<file path="src/rtl/control_unit_fft_iter_pipe.sv">
// Sequencer for the iterative in-place FFT: walks LAYERS x BUTTERFLYES butterflies,
// each as READ, RD_LAT-1 WAIT cycles, STROB, WRITE; strobes are EN-gated so stalls never repeat them.
module control_unit_fft_iter_pipe #(
  parameter int LAYERS      = 5,
  parameter int BUTTERFLYES = 16,
  parameter int LayWL       = 3,
  parameter int ButtWL      = 4,
  parameter int RD_LAT      = 2
) (
  input  logic              CLK,
  input  logic              RST_N,
  input  logic              EN,
  input  logic              START,
  input  logic              ABORT,
  input  logic              INV,
  output logic              BUSY,
  output logic              DONE,
  output logic              BUT_STROB,
  output logic              LAY_EN,
  output logic              ADDR_EN,
  output logic              ADDR_RST,
  output logic              RAM_EN_R,
  output logic              RAM_EN_WR,
  output logic              Wr,
  output logic              LAST_LAY,
  output logic              INV_MODE,
  output logic [ButtWL-1:0] BUT_IDX,
  output logic [LayWL-1:0]  LAY_IDX
);

  localparam logic [2:0] S_IDLE  = 3'd0;
  localparam logic [2:0] S_READ  = 3'd1;
  localparam logic [2:0] S_WAIT  = 3'd2;
  localparam logic [2:0] S_STROB = 3'd3;
  localparam logic [2:0] S_WRITE = 3'd4;
  localparam logic [2:0] S_DONE  = 3'd5;

  // WAIT counts 0..RD_LAT-2, so $clog2(RD_LAT) bits are enough
  localparam int CW = (RD_LAT > 1) ? $clog2(RD_LAT) : 1;
  localparam logic [CW-1:0]     WAIT_LAST = (RD_LAT > 1) ? CW'(RD_LAT - 2) : '0;
  localparam logic [ButtWL-1:0] BUT_LAST  = ButtWL'(BUTTERFLYES - 1);
  localparam logic [LayWL-1:0]  LAY_LAST  = LayWL'(LAYERS - 1);

  logic [2:0]    state;
  logic [CW-1:0] cnt;
  logic          last_but, last_lay;

  assign last_but = (BUT_IDX == BUT_LAST);
  assign last_lay = (LAY_IDX == LAY_LAST);

  always_ff @(posedge CLK or negedge RST_N) begin
    if (!RST_N) begin
      state    <= S_IDLE;
      cnt      <= '0;
      BUT_IDX  <= '0;
      LAY_IDX  <= '0;
      INV_MODE <= 1'b0;
    end else if (ABORT && state != S_IDLE) begin
      state   <= S_IDLE;
      cnt     <= '0;
      BUT_IDX <= '0;
      LAY_IDX <= '0;
    end else if (EN) begin
      case (state)
        S_IDLE: if (START) begin
          state    <= S_READ;
          INV_MODE <= INV;
          cnt      <= '0;
          BUT_IDX  <= '0;
          LAY_IDX  <= '0;
        end
        S_READ: begin
          cnt   <= '0;
          state <= (RD_LAT > 1) ? S_WAIT : S_STROB;
        end
        S_WAIT: begin
          if (cnt == WAIT_LAST) state <= S_STROB;
          else cnt <= cnt + CW'(1);
        end
        S_STROB: state <= S_WRITE;
        S_WRITE: begin
          // final butterfly keeps its indices through DONE
          if (last_but && last_lay) state <= S_DONE;
          else begin
            state <= S_READ;
            if (last_but) begin
              BUT_IDX <= '0;
              LAY_IDX <= LAY_IDX + LayWL'(1);
            end else begin
              BUT_IDX <= BUT_IDX + ButtWL'(1);
            end
          end
        end
        S_DONE: begin
          state   <= S_IDLE;
          BUT_IDX <= '0;
          LAY_IDX <= '0;
        end
        default: state <= S_IDLE;
      endcase
    end
  end

  assign RAM_EN_R  = EN && (state == S_READ);
  assign BUT_STROB = EN && (state == S_STROB);
  assign Wr        = EN && (state == S_WRITE);
  assign RAM_EN_WR = Wr;
  assign ADDR_EN   = Wr;
  assign LAY_EN    = Wr && last_but && !last_lay;
  assign DONE      = EN && (state == S_DONE);
  assign ADDR_RST  = (state == S_IDLE);
  assign BUSY      = (state != S_IDLE);
  assign LAST_LAY  = BUSY && last_lay;

endmodule

</file>
<file path="config.mk">
export PLATFORM = sky130hd
export DESIGN_NAME = control_unit_fft_iter_pipe
export DESIGN_NICKNAME = d
export VERILOG_FILES = /design/src/rtl/control_unit_fft_iter_pipe.sv
export SDC_FILE = /design/constraint.sdc
export NUM_CORES = 1
export LEC_CHECK = 0
export CAP_MARGIN = 20
export CORE_MARGIN = 2
export CORE_UTILIZATION = 35
export DETAILED_ROUTE_END_ITERATION = 10
export HOLD_SLACK_MARGIN = 0.1
export SYNTH_ARGS = -nofsm -noshare
export SYNTH_HDL_FRONTEND = slang
export SYNTH_SLANG_ARGS = --single-unit
</file>
<file path="constraint.sdc">
create_clock -name CLK -period 2.25 [get_ports CLK]
set_input_delay 0.3375 -clock CLK [delete_from_list [all_inputs] [get_ports CLK]]
set_output_delay 0.3375 -clock CLK [all_outputs]
set_load 0.005 [all_outputs]
</file>
Word-level counts from Yosys, hierarchy flattened. Cells that the tools add are included. Widths: inputs -> output; s select.

Eq/ne operators: 11. Mux-type cells: 23. Bitwise gates (word level): 1. Reduce and logical (&&, ||, !) cells: 20. Add/subtract/negate cells: 3.

Operators by type and width (count): $mux 3 (10); $mux 4 (5); $pmux 3 s5 (1); $pmux 4 s3 (1); $eq 3x3->1 const B (3); $logic_and 1x1->1 (9); $ne 3x3->1 const B (3); $pmux 3 s3 (1); $reduce_and 4->1 (2); $reduce_bool 4->1 (2); $eq 3x2->1 const B (2); $reduce_and 3->1 (2); $reduce_and 5->1 (1); $add 4x1->4 const B (1); $eq 4x4->1 const B (1); $mux 1 (4); $add 3x1->3 const B (1); $eq 3x1->1 const B (1); $logic_not 3->1 (1); $ne 3x2->1 const B (1); $pmux 1 s3 (1); $reduce_bool 3->1 (1); $reduce_bool 2->1 (1); $add 1x1->1 const B (1); 2 further kinds (2).

Output and inout bits: 18. Logic and storage cells: 63. Input bits: 6. Flip-flop bits (word level): 12.

Depth between registers and ports, before layout.
Depth in word-level cells: 6. Gate-level depth with buffers: 6. Gate-level depth less buffers: 6.

Worst setup path before layout. OpenSTA, ideal clock, no wires.

Kind: reg2reg. Start point: register state[0]. End point: register BUT_IDX[3]. Path buffers: 1. Required time: 2.185 ns. Clock period less this slack: 1.558 ns. Library setup time: 0.065 ns. Data arrival time: 1.494 ns. Slack: 0.692 ns. Stages on the path, launching flop included: 5. Path through: dfrtp_1 -> or4b_1 -> buf_2 -> a2111oi_4 -> a211o_1.

Longest elaborated chain between the ends: 4. Elaborated cells on any way between the ends: 13. Classes of those cells: eq/ne (4); mux (3); reduce/logical (6).

Ends and longest elaborated chain: start, declared (RTL line 44) `logic [2:0] state;`; start signal, assigned (RTL line 74) `state <= (RD_LAT > 1) ? S_WAIT : S_STROB;`; $eq 3x3->1 (tied with other cells) (RTL line 64) `case (state)`; $pmux 4 s3 or $logic_and 1x1->1 (tied branches) (RTL line 64, 58); $mux 4 (tied with other cells) (RTL line 63) `end else if (EN) begin`; $mux 4 or $reduce_and 4->1 (tied branches); end signal, assigned (RTL line 90) `BUT_IDX <= BUT_IDX + ButtWL'(1);`; end, declared (RTL line 27) `output logic [ButtWL-1:0] BUT_IDX,`.

Several ways; a longest one is shown, not always the timed one. The select of a mux whose other input is x is not followed. A chain may end at the register's enable or synchronous reset.

Worst setup path after layout.
Start point: register state[0]. End point: output BUT_STROB.

Longest elaborated chain between the ends: 2.

Ends and longest elaborated chain: $eq 3x2->1 (RTL line 105) `assign BUT_STROB = EN && (state == S_STROB);`; $logic_and 1x1->1 (RTL line 105); end, declared (RTL line 18) `output logic BUT_STROB,`.

Every way passes these cells.

==> results.cfg <==
[status]
status = complete, no violations

[drt]
drc_errors = 0
ant_nets = 0
drt_iter0_drc = 17
avgViaCountPerCell = 5.263
vias = 721
wl_per_cell_um = 13.36
dr.pass1.iters = 4
wl_um = 1830

[timing]
slew_violations = 0
worst_pin_slew_ps = 605.6
holdWs_ps = 424.7
post-route-min-period_ps = 2141
timing.final.ws_setup_ps = 108.6
max_freq_ghz = 0.4670
finalSetupTns_ps = 0
rsz0062_at_grt = no
skew_ps = 1.188
hold_violations = 0
timing.final.crit_share = 0.9517
max-slew-margin-rel = 0.5935
final-setup-viol-count = 0

[clock_tree]
clock_path_buffers = 2
path_clk_slew_ps = 80
clk_latency_ps = 270
htreeDepth = 1
numCtsBuffers = 3
clockRootBuffer = clkbuf_4
ctsHoldBuffers = 0
cts_tree = yes
clock_sinks = 11

[grt]
grt_pass1_vias = 687
overflow = 0
grt_pass1_wl_um = 3174
antenna_found_initial = 0
grt_max_degree = 12
grt.total_usage = 0.1679

[synth]
synth_flop_cell = dfrtp_1
synth_top_area_share = 0.3806
synth_common_cells = dfrtp_1, nand3_1, a21oi_1, inv_1, nand2_1
synth-edff-count = 0
syn_area_per_cell_um2 = 9.040
synthCells = 80
syn_area_um2 = 723.2
yosysWarningCount = 0
async_flop_share = 1.000
seq_area_frac_synth = 0.3806
synth-seq-cells = 11
synthMostInstantiatedCell = dfrtp_1
synthesis.nets = 89
synth_top_area_cell = dfrtp_1
yosys.cell_types.count = 31
synthTopCellsByArea = dfrtp_1, ha_1, nand3_1

[final_layout]
fin_nets = 120
syn2layout_area_growth_pct = 47.06
n_antenna_cell = 0
drive_gt1_frac = 0.1818

[setup_path]
path_cells = inv_1 -> nor3_1 -> clkdlybuf4s50_1
worstPathRequired_ps = 1910
startpoint_type = register
worstSetupStartpoint = state[0]
r2r-start = state[1]
cp_slowest_cell = clkdlybuf4s50_1
critPathBufInv = 2
cp.arrival_ps = 1800
crit_path_max_fanout = 8
endpoint_kind = output pin
cp.depth = 3
rr_worst_depth = 3
critical_path_class = register to output pin
max_stage_delay_ps = 560
crit_family = buffers and inverters

[floorplanning]
die_y_um = 49.46
num_rows = 16
io_pins = 24
die-area_um2 = 2446
floorplan.initialDensity = 0.3686
die_w_um = 49.46
coreArea_um2 = 1962

[power_and_ir_drop]
p_total_mw = 0.4510
p_leak_nw = 0.4380
power.internal_mw = 0.3220
power_density_nw_per_um2 = 424.1
ir_drop_mv = 0.4024
p_switching_mw = 0.1290
p_clk_frac = 0.307
combPwrFrac = 0.210
swShare = 0.2861
seqPwrFrac = 0.483

[place]
place_ws_ps = 25.64
detailed_place_hpwl_um = 1336
io_buffers = 23
globalplace.congestion = 0.8010

[worst_hold_path]
hold_class = input pin to async pin

[run]
drv_cap = 0
-- registers in the layout (all words and copies together), names as in the netlist --
| signal | flops |
|---|---|
| INV_MODE | 1 |
| state | 3 |
| BUT_IDX | 4 |
| LAY_IDX | 3 |
-- power by group through the flow --
stage	Clock [mW]	Sequential, mW	Combinational (mW)
after floorplan	0	0.217	0.0452
after global placement	0	0.221	0.0930
after detailed placement	0	0.221	0.0938
after CTS	0.144	0.217	0.0939
after global routing	0.155	0.220	0.106
final	0.139	0.218	0.0946
-- cell usage in the layout (no fill, tap or decap), types with 2 or more instances in the layout --
| cell | synthesis | routed |
|---|---|---|
| nor3_2 | 1 | 2 |
| clkdlybuf4s50_1 | 0 | 23 |
| a21oi_1 | 5 | 4 |
| a31oi_1 | 3 | 3 |
| nand2_1 | 5 | 5 |
| o21ai_1 | 4 | 4 |
| ha_1 | 3 | 2 |
| mux2i_1 | 2 | 2 |
| and2_1 | 2 | 2 |
| a2bb2oi_1 | 2 | 2 |
| dfrtp_1 | 11 | 11 |
| buf_4 | 3 | 8 |
| nor2_1 | 3 | 3 |
| nor3_1 | 4 | 3 |
| nor2b_1 | 2 | 2 |
| inv_1 | 5 | 5 |
| o21ai_0 | 3 | 3 |
| clkbuf_4 | 0 | 3 |
| nand3_1 | 7 | 6 |
-- logic make-up (layout without fill, tap and decap cells) --
logic type / Yosys count / count (layout) / share of synthesized area
AO/OA/AOI/OAI: 24 / 24 / 0.2405
adder cells (fa/ha/maj): 3 / 3 / 0.05191
buffers and inverters: 11 / 41 / 0.07612
flip-flops: 11 / 11 / 0.3806
multiplexers: 3 / 3 / 0.04325
AND/OR/NAND/NOR: 28 / 28 / 0.2076
-- stage by stage --
stage | area (um^2) | instances | util
floorplan | 723.2 | 80 | -
global placement | 999.7 | 131 | 0.5096
detailed placement | 999.7 | 131 | 0.5096
CTS | 1031 | 135 | 0.5255
global route | 1064 | 137 | 0.5421
finish | 1064 | 137 | 0.5421
-- worst reg2reg max path, stage by stage, from the launching register on --
cell	delay, ps
dfrtp_1	500
or4b_1	730
a2111oi_4	360
a211o_1	140
-- worst paths after layout --
path / end / slack (ps)
min in group CLK: INV_MODE / 500
hold / removal: LAY_IDX[2] / 420
max in group asynchronous: BUT_IDX[2] / 1460
setup reg to reg: BUT_IDX[3] / 470
hold reg to reg: INV_MODE / 500
setup / recovery: BUT_STROB / 110
-- layout make-up --
class | instances | area, um^2
clock inverters | 1 | 5.005
repair buffers | 31 | 290.3
well taps | 27 | 33.78
inverters | 6 | 22.52
flip-flops and latches | 11 | 275.3
fillers | 211 | 898.4
clock buffers | 3 | 22.52
multi-input cells | 58 | 414.1
-- metal layers --
layer,vias to the layer above,part of all wire,GRT usage
met5,-,0,0
met4,0,0.0082,0.05556
met3,2,0.050,0.06667
met2,21,0.46,0.2432
met1,345,0.48,0.2273
li1,353,-,-
-- repair_timing --
| item | in CTS | in global routing |
|---|---|---|
| setup buffers | 0 | 2 |
| pin swaps | 0 | 0 |
| endpoints found under the setup margin | 1 | 5 |
| gates resized for setup | 1 | 4 |
(Power assumes the default switching activity.)
